## src/rtl/hnf_pcrdgnt_sched.sv

```systemverilog
// ---------------------------------------------------------------------------
// hnf_pcrdgnt_sched
//
// HN-F protocol-credit grant scheduler. Every requester that was sent a
// RetryAck is queued here. When a free MSHR P-credit exists, the oldest
// queued request is offered to the TXRSP arbiter as a PCrdGrant. Only one
// grant is outstanding at a time, and the arbiter's `won` pulse completes the
// handshake.
//
// Optional feature macro: HNF_PCRDGNT_QOS_PRIO_EN
//   When this macro is defined, a second pending FIFO holds retries whose QoS
//   is at or above HI_QOS_THRESH. That FIFO is always served first. When it is
//   undefined, every retry goes through the single normal FIFO in arrival
//   order.
//
// Ports
//   clk, rst_n            clock and asynchronous active-low reset
//   retry_valid           pulse: a RetryAck was issued this cycle
//   retry_srcid[10:0]     requester node ID, which becomes the grant target
//   retry_qos[3:0]        QoS of the retried request
//   retry_pcrdtype[3:0]   PCrdType carried in the RetryAck
//   crd_return            pulse: an MSHR entry was returned to the P-credit pool
//   pcrdgnt_valid_s2      PCrdGrant request to TXRSP
//   pcrdgnt_qos_s2        grant QoS
//   pcrdgnt_tgtid_s2      grant target ID
//   pcrdgnt_pcrdtype_s2   grant PCrdType
//   pcrdgnt_won_s2        TXRSP accepted the grant this cycle
//   pend_cnt[4:0]         total pending entries across the FIFOs
//   crd_cnt[3:0]          current free P-credits
//   pend_ovf              sticky: a retry was dropped because its FIFO was full
// ---------------------------------------------------------------------------
module hnf_pcrdgnt_sched #(
  parameter int         PEND_DEPTH    = 8,
  parameter int         CRD_INIT      = 4,
  parameter int         CRD_MAX       = 15,
  parameter logic [3:0] HI_QOS_THRESH = 4'd12
) (
  input  logic        clk,
  input  logic        rst_n,
  input  logic        retry_valid,
  input  logic [10:0] retry_srcid,
  input  logic [3:0]  retry_qos,
  input  logic [3:0]  retry_pcrdtype,
  input  logic        crd_return,
  output logic        pcrdgnt_valid_s2,
  output logic [3:0]  pcrdgnt_qos_s2,
  output logic [10:0] pcrdgnt_tgtid_s2,
  output logic [3:0]  pcrdgnt_pcrdtype_s2,
  input  logic        pcrdgnt_won_s2,
  output logic [4:0]  pend_cnt,
  output logic [3:0]  crd_cnt,
  output logic        pend_ovf
);

  localparam int AW = $clog2(PEND_DEPTH);
  localparam int EW = 19;

  typedef enum logic {
    IDLE  = 1'b0,
    ISSUE = 1'b1
  } state_e;

  state_e         state_q;
  logic           selHi_q;
  logic           valid_q;
  logic [3:0]     qos_q;
  logic [10:0]    tgt_q;
  logic [3:0]     type_q;
  logic [3:0]     crd_q;
  logic [4:0]     pendCnt_q;
  logic           ovf_q;

  logic [EW-1:0]  retryEntry;
  logic           grantDone;

  // Each entry is packed as {srcid, qos, pcrdtype}.
  assign retryEntry = {retry_srcid, retry_qos, retry_pcrdtype};

  // A grant completes only on `won` while in ISSUE. A `won` seen in IDLE is
  // a protocol error and is ignored.
  assign grantDone = (state_q == ISSUE) && pcrdgnt_won_s2;

  // -------------------------------------------------------------------------
  // Normal pending FIFO
  // -------------------------------------------------------------------------
  logic [EW-1:0]  normMem_q [PEND_DEPTH];
  logic [AW:0]    normWr_q;
  logic [AW:0]    normRd_q;
  logic           normEmpty;
  logic           normFull;
  logic [EW-1:0]  normHead;
  logic           normPushReq;
  logic           normPush;
  logic           normPop;
  logic           normDrop;

  logic           retryHi;
  logic           hiEmpty;
  logic [EW-1:0]  hiHead;
  logic           hiPush;
  logic           hiPop;
  logic           hiDrop;

  // The pointers carry an extra wrap bit. When the index bits match, the FIFO
  // is full if the wrap bits differ and empty if they are equal.
  assign normEmpty   = (normWr_q == normRd_q);
  assign normFull    = (normWr_q[AW] != normRd_q[AW]) &&
                       (normWr_q[AW-1:0] == normRd_q[AW-1:0]);
  assign normHead    = normMem_q[normRd_q[AW-1:0]];
  assign normPushReq = retry_valid && !retryHi;
  assign normPop     = grantDone && !selHi_q;

  // A pop in the same cycle frees a slot, so a push into a full FIFO is
  // still accepted when it coincides with a pop.
  assign normPush    = normPushReq && (!normFull || normPop);
  assign normDrop    = normPushReq && normFull && !normPop;

  always_ff @(posedge clk or negedge rst_n) begin
    if (!rst_n) begin
      normWr_q <= '0;
      normRd_q <= '0;
    end else begin
      if (normPush) normWr_q <= normWr_q + 1'b1;
      if (normPop)  normRd_q <= normRd_q + 1'b1;
    end
  end

  // Storage is not reset. An entry is only read after it has been written.
  always_ff @(posedge clk) begin
    if (normPush) normMem_q[normWr_q[AW-1:0]] <= retryEntry;
  end

  // -------------------------------------------------------------------------
  // High-priority pending FIFO (only when the QoS feature is built)
  // -------------------------------------------------------------------------
`ifdef HNF_PCRDGNT_QOS_PRIO_EN
  logic [EW-1:0]  hiMem_q [PEND_DEPTH];
  logic [AW:0]    hiWr_q;
  logic [AW:0]    hiRd_q;
  logic           hiFull;
  logic           hiPushReq;

  assign retryHi   = (retry_qos >= HI_QOS_THRESH);
  assign hiEmpty   = (hiWr_q == hiRd_q);
  assign hiFull    = (hiWr_q[AW] != hiRd_q[AW]) &&
                     (hiWr_q[AW-1:0] == hiRd_q[AW-1:0]);
  assign hiHead    = hiMem_q[hiRd_q[AW-1:0]];
  assign hiPushReq = retry_valid && retryHi;
  assign hiPop     = grantDone && selHi_q;
  assign hiPush    = hiPushReq && (!hiFull || hiPop);
  assign hiDrop    = hiPushReq && hiFull && !hiPop;

  always_ff @(posedge clk or negedge rst_n) begin
    if (!rst_n) begin
      hiWr_q <= '0;
      hiRd_q <= '0;
    end else begin
      if (hiPush) hiWr_q <= hiWr_q + 1'b1;
      if (hiPop)  hiRd_q <= hiRd_q + 1'b1;
    end
  end

  always_ff @(posedge clk) begin
    if (hiPush) hiMem_q[hiWr_q[AW-1:0]] <= retryEntry;
  end
`else
  // The threshold has no effect in this build. It is tied to a sink only so
  // that it is referenced.
  logic [3:0] unused_hiThresh;

  assign unused_hiThresh = HI_QOS_THRESH;
  assign retryHi         = 1'b0;
  assign hiEmpty         = 1'b1;
  assign hiHead          = '0;
  assign hiPush          = 1'b0;
  assign hiPop           = 1'b0;
  assign hiDrop          = 1'b0;
`endif

  // -------------------------------------------------------------------------
  // Grant FSM with registered outputs
  // -------------------------------------------------------------------------
  // A grant is loaded only when a credit is free, so the counter cannot
  // underflow. selHi_q records which FIFO the loaded head came from, so that
  // `won` pops the same entry. The payload is frozen for the whole of ISSUE.
  always_ff @(posedge clk or negedge rst_n) begin
    if (!rst_n) begin
      state_q <= IDLE;
      selHi_q <= 1'b0;
      valid_q <= 1'b0;
      qos_q   <= '0;
      tgt_q   <= '0;
      type_q  <= '0;
    end else begin
      case (state_q)
        IDLE: begin
          if (crd_q != 4'd0) begin
            if (!hiEmpty) begin
              {tgt_q, qos_q, type_q} <= hiHead;
              selHi_q <= 1'b1;
              valid_q <= 1'b1;
              state_q <= ISSUE;
            end else if (!normEmpty) begin
              {tgt_q, qos_q, type_q} <= normHead;
              selHi_q <= 1'b0;
              valid_q <= 1'b1;
              state_q <= ISSUE;
            end
          end
        end
        ISSUE: begin
          if (pcrdgnt_won_s2) begin
            valid_q <= 1'b0;
            state_q <= IDLE;
          end
        end
        default: begin
          valid_q <= 1'b0;
          state_q <= IDLE;
        end
      endcase
    end
  end

  // -------------------------------------------------------------------------
  // P-credit counter
  // -------------------------------------------------------------------------
  // A return and a grant in the same cycle cancel out. A return saturates at
  // CRD_MAX. The zero guard on decrement is defensive only.
  always_ff @(posedge clk or negedge rst_n) begin
    if (!rst_n) begin
      crd_q <= 4'(CRD_INIT);
    end else if (crd_return && !grantDone) begin
      if (crd_q != 4'(CRD_MAX)) crd_q <= crd_q + 4'd1;
    end else if (grantDone && !crd_return) begin
      if (crd_q != 4'd0) crd_q <= crd_q - 4'd1;
    end
  end

  // -------------------------------------------------------------------------
  // Pending count and sticky overflow flag
  // -------------------------------------------------------------------------
  always_ff @(posedge clk or negedge rst_n) begin
    if (!rst_n) begin
      pendCnt_q <= '0;
      ovf_q     <= 1'b0;
    end else begin
      pendCnt_q <= pendCnt_q + 5'(normPush) + 5'(hiPush)
                             - 5'(normPop)  - 5'(hiPop);
      if (normDrop || hiDrop) ovf_q <= 1'b1;
    end
  end

  assign pcrdgnt_valid_s2    = valid_q;
  assign pcrdgnt_qos_s2      = qos_q;
  assign pcrdgnt_tgtid_s2    = tgt_q;
  assign pcrdgnt_pcrdtype_s2 = type_q;
  assign pend_cnt            = pendCnt_q;
  assign crd_cnt             = crd_q;
  assign pend_ovf            = ovf_q;

endmodule
```

## config.mk

```make
export PLATFORM = sky130hd
export DESIGN_NAME = hnf_pcrdgnt_sched
export DESIGN_NICKNAME = d
export VERILOG_FILES = /design/src/rtl/hnf_pcrdgnt_sched.sv
export SDC_FILE = /design/constraint.sdc
export NUM_CORES = 1
export LEC_CHECK = 0
export CAP_MARGIN = 20
export CORE_MARGIN = 4
export CORE_UTILIZATION = 60
export CTS_BUF_LIST = sky130_fd_sc_hd__clkbuf_2 sky130_fd_sc_hd__clkbuf_4 sky130_fd_sc_hd__clkbuf_8
export CTS_CLUSTER_DIAMETER = 150
export DETAILED_ROUTE_END_ITERATION = 8
export PLACE_DENSITY = 0.81
export SYNTH_ARGS = -nofsm -noshare
export SYNTH_HDL_FRONTEND = slang
export SYNTH_SLANG_ARGS = --single-unit
```

## constraint.sdc

```tcl
create_clock -name clk -period 9.1 [get_ports clk]
set_input_delay 1.82 -clock clk [delete_from_list [all_inputs] [get_ports clk]]
set_output_delay 1.82 -clock clk [all_outputs]
set_load 0.1 [all_outputs]
```

==> results of run 1 <==
## metal layers
| metal | global-route usage [%] | share of wire, % |
|---|---|---|
| met1 | 26.5 | 43 |
| met3 | 3.84 | 4.0 |
| met5 | 0 | 0 |
| met4 | 7.51 | 1.6 |
| met2 | 31.7 | 51 |
## cells by family after synthesis
| logic type | Yosys count | synth area share (%) |
|---|---|---|
| adder cells (fa/ha/maj) | 11 | 2.00 |
| buffers and inverters | 28 | 1.93 |
| AO/OA/AOI/OAI | 13 | 1.13 |
| AND/OR/NAND/NOR | 26 | 1.64 |
| multiplexers | 81 | 18.8 |
| flip-flops | 191 | 72.5 |
| XOR/XNOR | 17 | 1.95 |
## placed cells by master (no fill, tap or decap), drive strengths merged
| master | Yosys | final |
|---|---|---|
| edfxtp | 152 | 152 |
| clkdlybuf4s50 | 0 | 52 |
| mux2 | 42 | 42 |
| dfrtp | 38 | 38 |
| mux4 | 38 | 38 |
| clkbuf | 7 | 18 |
| xnor2 | 13 | 13 |
| buf | 10 | 13 |
| inv | 11 | 11 |
| clkinv | 0 | 10 |
| ha | 9 | 9 |
| nand2 | 8 | 8 |
| xor2 | 4 | 4 |
| a21o | 4 | 4 |
| nor3 | 4 | 4 |
| nor2 | 4 | 4 |
| a21oi | 3 | 3 |
| o211ai | 3 | 3 |
| clkinvlp | 0 | 3 |
| o21ai | 3 | 3 |
| nand3 | 2 | 2 |
| nand2b | 2 | 2 |
| nand4 | 2 | 2 |
| fa | 2 | 2 |
| nor4 | 2 | 2 |
| and3 | 1 | 1 |
| or3 | 1 | 1 |
| mux2i | 1 | 1 |
| bufinv | 0 | 1 |
| dfstp | 1 | 1 |
## registers in the layout, indices dropped and copies added (netlist names)
| signal | cells |
|---|---|
| crd_cnt | 4 |
| normMem_q | 152 |
| normRd_q | 4 |
| normWr_q | 4 |
| pcrdgnt_pcrdtype_s2 | 4 |
| pcrdgnt_qos_s2 | 4 |
| pcrdgnt_tgtid_s2 | 11 |
| pcrdgnt_valid_s2 | 1 |
| pend_cnt | 5 |
| pend_ovf | 1 |
| state_q | 1 |
## critical path: cells and delay by family
kind,cells,cell delay (ns)
adders and majority gates,3,0.87
and+or+nand+nor,2,0.40
buffers and inverters,4,0.61
xor gates and xnor gates,1,0.12
AOI/OAI and AO/OA,3,0.59
## worst paths after layout
check / from / endpoint / slack [ns]
max: pcrdgnt_won_s2 / pend_cnt[4] / 5.04
max reg2reg: normRd_q[0] / pend_cnt[4] / 5.79
min reg2reg: pend_ovf / pend_ovf / 0.49
min in group asynchronous: rst_n / pend_cnt[0] / 1.23
min: pend_ovf / pend_ovf / 0.49
max in group asynchronous: rst_n / crd_cnt[2] / 7.33
## cell type report
type                       instances  area share (%)
clock buffer                      18            2.76
multi-input combinational        148            22.6
clock inverter                    14            1.16
sequential                       191            63.4
inverter                          11           0.472
timing repair buffer              65            7.18
tap                              168            2.40
## stage by stage
step                std cells  utilization (%)  hold slack (ns)  instance area (um^2)  setup WS (ns)
CTS                       614             71.4            0.486                  8720           5.07
detailed placement        582             68.6            0.464                  8380           4.59
global placement          582             68.6            0.457                  8380           4.68
floorplan                 367                -            0.464                  7640           4.57
finish                    615             71.6            0.489                  8740           5.04
global route              615             71.6            0.518                  8740           4.85
==> run summary, run 1 <==
The post-route clock skew came out at 0.0117 ns. The synthesized design devotes to its leading area cell type 59.8% of total area. The initial standard-cell utilization of the core came out at 62.6%. The count of fill cells added during filler insertion came out at 770. sky130_fd_sc_hd__edfxtp_1 takes more of the synthesized area than any other cell. In the synthesized netlist, the cells that appear most often are sky130_fd_sc_hd__edfxtp_1, sky130_fd_sc_hd__mux2_2, sky130_fd_sc_hd__dfrtp_1. STA classifies the critical path startpoint as an input port. The required arrival time at the worst endpoint came out at 9.45 ns. The count of cells along the worst register-to-register path is 13. Of the available clock period, the critical path in the final layout requires 44.7%.

Counting distinct cell types in the post-synthesis netlist gives 31. Summing all flip-flop and latch instances after layout gives 5540 um^2. The number of standard-cell rows in the floorplan is 40. The initial antenna violation count came out at 0. Dividing the detail-routed via count by the number of cells gives 5.87. The routed wire length per instance came out at 21.5 um. For the pin with the worst max-slew slack, the measured transition is 1.03 ns. The number of enable-type register cells in the synthesized netlist is 152. The number of endpoints with negative hold slack in the final report came out at 0.

Data arrives at the worst endpoint at 4.41 ns. In the synthesized netlist the dominant register cell turns out to be sky130_fd_sc_hd__edfxtp_1. The number of clock buffers added by TritonCTS is 17. The pin count of the biggest net entering global routing is 43.

The element type at the critical path end is a register. The first global-routing pass estimated 20700 um of wire. The number of synthesized register bits is 191. The signal on the critical path passes through clkdlybuf4s50_1, nand2_1, nand2_1, o21ai_2, ha_1, inv_1, ha_1, inv_1, fa_1, inv_1, a21o_1, a21oi_1, xnor2_1. The warning count from the yosys run came out at 0.

The share of post-route cells with drive strength above 1 came out at 23.3%. The slowest cell on the critical path is sky130_fd_sc_hd__clkdlybuf4s50_1. The count of buffers inserted at the top-level ports is 53. The biggest cell delay along the critical path is 0.42 ns.

For this run, the register share of the synthesized area comes to 72.5%. The number of setup buffers added after CTS came out at 0. The die is 121 um wide. In this run the worst path has a maximum fanout of 7. Among all cell types in the netlist, the one instantiated most often is sky130_fd_sc_hd__edfxtp_1. The critical path is of the input port to register type. The residual DRC count came out at 0. The synthesized netlist net count is 402. The post-DP HPWL is 7820 um. Synthesis produced a netlist whose cell count is 367. The clock edge transition at the registers on the reported setup and hold paths came out at 0.09 ns. The footprint of the multi-input gates is 1980 um^2. After the first detailed-routing iteration, the DRC count stood at 277.

The clock period could shrink to 4.06 ns. The height of the die is 121 um. The antenna cell count is 0. The weighted congestion at the end of routability-driven global placement is 0.733. The final count of pins violating max slew is 0.

Of all flip-flops after synthesis, the portion carrying an async set or reset was 20.4%. The maximum count of clock buffers along a single path is 2. Clock tree synthesis selected as its root buffer the cell sky130_fd_sc_hd__clkbuf_8. The wire length after detailed routing came out at 13200 um.

The accumulated negative setup slack is 0 ns. The post-route antenna net violation count is 0. By instance count, the cell type seen most on the critical path is sky130_fd_sc_hd__inv_1.

The worst hold path stage count came out at 1. The maximum clock frequency is 246 MHz. Setup repair after global routing left no endpoint under its margin.

Sorting the synthesized cells by area gives the leading types as sky130_fd_sc_hd__edfxtp_1, sky130_fd_sc_hd__dfrtp_1, sky130_fd_sc_hd__mux4_1, sky130_fd_sc_hd__mux2_2, sky130_fd_sc_hd__mux4_2. The classification of the worst-slack hold path is register to register. The relative max-transition margin is 31.0%. Global routing consumed, over all layers together, 19.5% of the routing resources. TritonCTS built the clock tree. Summing every instance area after synthesis gives 7640 um^2. The maximum level of the CTS H-tree came out at 4.

After floorplanning, the core was sized to cover 12200 um^2. The final route contains 3611 vias. The via count of the first global-routing pass is 3750.

Counting every sink on the clock net gives 191. The number of ports placed on the die boundary came out at 54. The die covers 14600 um^2. A synthesized cell averages 20.8 um^2.

The number of nets at the end of the flow is 469. The pre-antenna-repair detailed-routing pass consisted of 5 iterations. The flow ran to the end, and the final reports show no timing, DRC or antenna violations. The setup violation total in the final timing report is 0. The number of hold-repair buffers added at the cts stage is 0. The clock reaches the later pin of the worst-skew pair after 0.45 ns. The count of max-cap constraint violations came out at 0. Post-CTS repair changed the size of 0 cells. The layout overhead on the synthesized area is 14.5%. For this run the aggregate overflow at the end of global routing stands at 0.
Power of run 1 is not shown: default switching activity piles up to over one toggle a cycle in this logic, so the estimate is an artifact.
==> inputs of run 2 (changes only) <==
Clock period 9.1 ns to 4.1 ns, I/O delays scaled along.
==> run summary, run 2 (synthesized netlist as in run 1, its figures left out) <==
The total global-route track usage came out at 19.5% (about the same). The initial standard-cell utilization of the core came out at 62.6% (unchanged). The post-route clock skew is 0.00896 ns (-0.00278 ns). The antenna cell count is 0 (unchanged). The count of buffers inserted at the top-level ports is 53 (unchanged). By startpoint and endpoint, the worst setup path is classified as input port to register.

The height of the die is 121 um (unchanged). The routed wire length per instance came out at 21.5 um (-0.24%). CTS placed an instance of sky130_fd_sc_hd__clkbuf_8 at the clock tree root. The number of clock buffers inserted by TritonCTS came to 17 (unchanged).

The number of hold-repair buffers added at the cts stage is 0 (unchanged). The residual DRC count was 0 (unchanged). The commonest non-fill, non-tap cell in the layout is sky130_fd_sc_hd__edfxtp_1. The flip-flop count of the largest register after layout is 152 (unchanged). The peak fanout along the critical path came to 7 (unchanged). The signal on the critical path passes through clkdlybuf4s50_1, nand2_1, nand2_1, o21ai_2, ha_1, inv_1, ha_1, inv_1, fa_1, inv_1, a21o_1, a21oi_1, xnor2_1. The via count of the routed design is 3613 (+0.055%).

The worst slack at placement is 0.573 ns (-4.02 ns). The ratio of routed vias to standard cells came out at 5.86 (-0.27%). The global-route wire length before repair is 20700 um (about the same).

The flow ran to the end, and the final reports show no timing, DRC or antenna violations. The aggregate global routing overflow came out at 0 (unchanged). The final standard cell utilization of the core is 72.6% (+1.0 points). The overall die area came out at 14600 um^2 (unchanged). The placeable core area came to 12200 um^2 (unchanged).

The share of post-route cells with drive strength above 1 is 24.3% (+1.0 points). The transition at the pin with the smallest max-transition slack came out at 0.989 ns (-0.0416 ns). The wire length after detailed routing came out at 13300 um (about the same). The library cells used most frequently in the layout, excluding fill and tap cells, are sky130_fd_sc_hd__edfxtp_1, sky130_fd_sc_hd__clkdlybuf4s50_1, sky130_fd_sc_hd__mux2_2, sky130_fd_sc_hd__dfrtp_1, sky130_fd_sc_hd__mux4_1. The clock sink count came to 191 (unchanged).

The layout overhead on the synthesized area is 16.1%. The maximum level of the CTS H-tree came out at 4 (unchanged). The relative max-transition margin is 33.8% (+2.8 points). The maximum count of clock buffers along a single path is 2 (unchanged). The slowest stage of the critical path is the sky130_fd_sc_hd__o21ai_2 cell. The post-DP HPWL is 7800 um (-0.26%).

The final count of pins violating max slew came to 0 (unchanged). The worst path arrival time came out at 3.41 ns (-1.00 ns). The instance count after placement with tap cells included was 584 (+0.34%).

The post-CTS resize count came to 0 (unchanged). The worst setup path is captured at a register. The combined buffer and inverter count along the critical path is 4 (unchanged).

Among the stages of the critical path, the cell type that occurs most often is sky130_fd_sc_hd__inv_1. The biggest cell delay along the critical path is 0.43 ns (about the same). The pin count of the biggest net entering global routing came out at 42 (-2.3%).

The first-pass detailed-route iteration total is 4 (-1). The filler-free cell count of the finished design came out at 617 (+0.33%). The worst hold path belongs to the class input port to asynchronous set/reset pin.

The maximum clock frequency is 326 MHz. The via count of the first global-routing pass is 3671 (-2.1%). The final critical-path setup slack was 1.03 ns (-4.00 ns). The number of ports placed on the die boundary is 54 (unchanged).

The accumulated negative setup slack came out at 0 ns (unchanged). The number of setup buffers added after CTS is 0 (unchanged). TritonCTS built the clock tree. The clock edge transition at the registers on the reported setup and hold paths is 0.09 ns (about the same). The number of standard-cell rows in the floorplan is 40 (unchanged). The required arrival time at the worst endpoint is 4.44 ns (-5.01 ns). The detailed router's first-iteration violation count is 225 (-19%).

The minimum period implied by the final worst setup slack is 3.07 ns. The weighted congestion at the end of routability-driven global placement came out at 0.749 (+2.2%). STA classifies the critical path startpoint as an input port. Of the available clock period, the critical path in the final layout requires 74.8%. The setup violation total in the final timing report is 0 (unchanged). The count of max-cap constraint violations was 0 (unchanged). The insertion delay of the later-clocked pin in the worst-skew pair is 0.45 ns (about the same). The number of nets at the end of the flow is 471 (+0.43%). The overall die width is 121 um (unchanged).

Among cell families on the critical path, the largest total delay comes from adder cells. Setup repair after global routing left no endpoint under its margin. The number of endpoints with negative hold slack in the final report was 0 (unchanged). The initial antenna violation count is 0 (unchanged). The post-route antenna net violation count is 0 (unchanged).
run 2: per-stage QoR:
step | hold slack (ns) | cell area [um^2]
3_5_place_dp | 0.455 | 8400
3_3_place_gp | 0.445 | 8400
4_1_cts | 0.474 | 8840
6_report | 0.354 | 8870
2_1_floorplan | 0.464 | 7640
5_1_grt | 0.358 | 8870
run 2: per-layer routing:
| metal | track usage [%] | vias up | wire length, um |
|---|---|---|---|
| met2 | 30.4 | 91 | 6640 |
| li1 | - | 1616 | - |
| met5 | 0 | - | 0 |
| met1 | 27.5 | 1890 | 5880 |
| met4 | 7.51 | 0 | 221 |
| met3 | 4.26 | 16 | 517 |
run 2: worst register-to-register path, cell delays in order, from the launching register on:
cell and delay, ns:
sky130_fd_sc_hd__dfrtp_1 0.60, sky130_fd_sc_hd__xnor2_1 0.17, sky130_fd_sc_hd__nand3_1 0.25, sky130_fd_sc_hd__o21ai_2 0.49
sky130_fd_sc_hd__ha_1 0.31, sky130_fd_sc_hd__inv_1 0.05, sky130_fd_sc_hd__ha_1 0.15, sky130_fd_sc_hd__inv_1 0.05
sky130_fd_sc_hd__fa_1 0.41, sky130_fd_sc_hd__inv_1 0.08, sky130_fd_sc_hd__a21o_1 0.11, sky130_fd_sc_hd__a21oi_1 0.07
sky130_fd_sc_hd__xnor2_1 0.13
run 2: path summary, 6_finish.rpt:
path / depth (start not counted) / endpoint / from / slack (ns)
worst max-delay path: 13 / pend_cnt[4] / pcrdgnt_won_s2 / 1.03
worst max register to register: 12 / pend_cnt[4] / normWr_q[0] / 1.12
max in group asynchronous: 2 / crd_cnt[2] / rst_n / 3.16
worst min-delay path: 1 / pend_cnt[3] / rst_n / 0.35
min in group clk: 1 / pend_ovf / pend_ovf / 0.48
worst min register to register: 1 / pend_ovf / pend_ovf / 0.48
run 2: area by class of cell:
cell class                      instances  area [um^2]
Tap cell                              168          210
Fill cell                             753         3340
Clock inverter                         15          210
Clock buffer                           17          234
Multi-Input combinational cell        148         1980
Inverter                               11         41.3
Timing Repair Buffer                   67          651
Sequential cell                       191         5540
Power of run 2 is left out for the same reason.
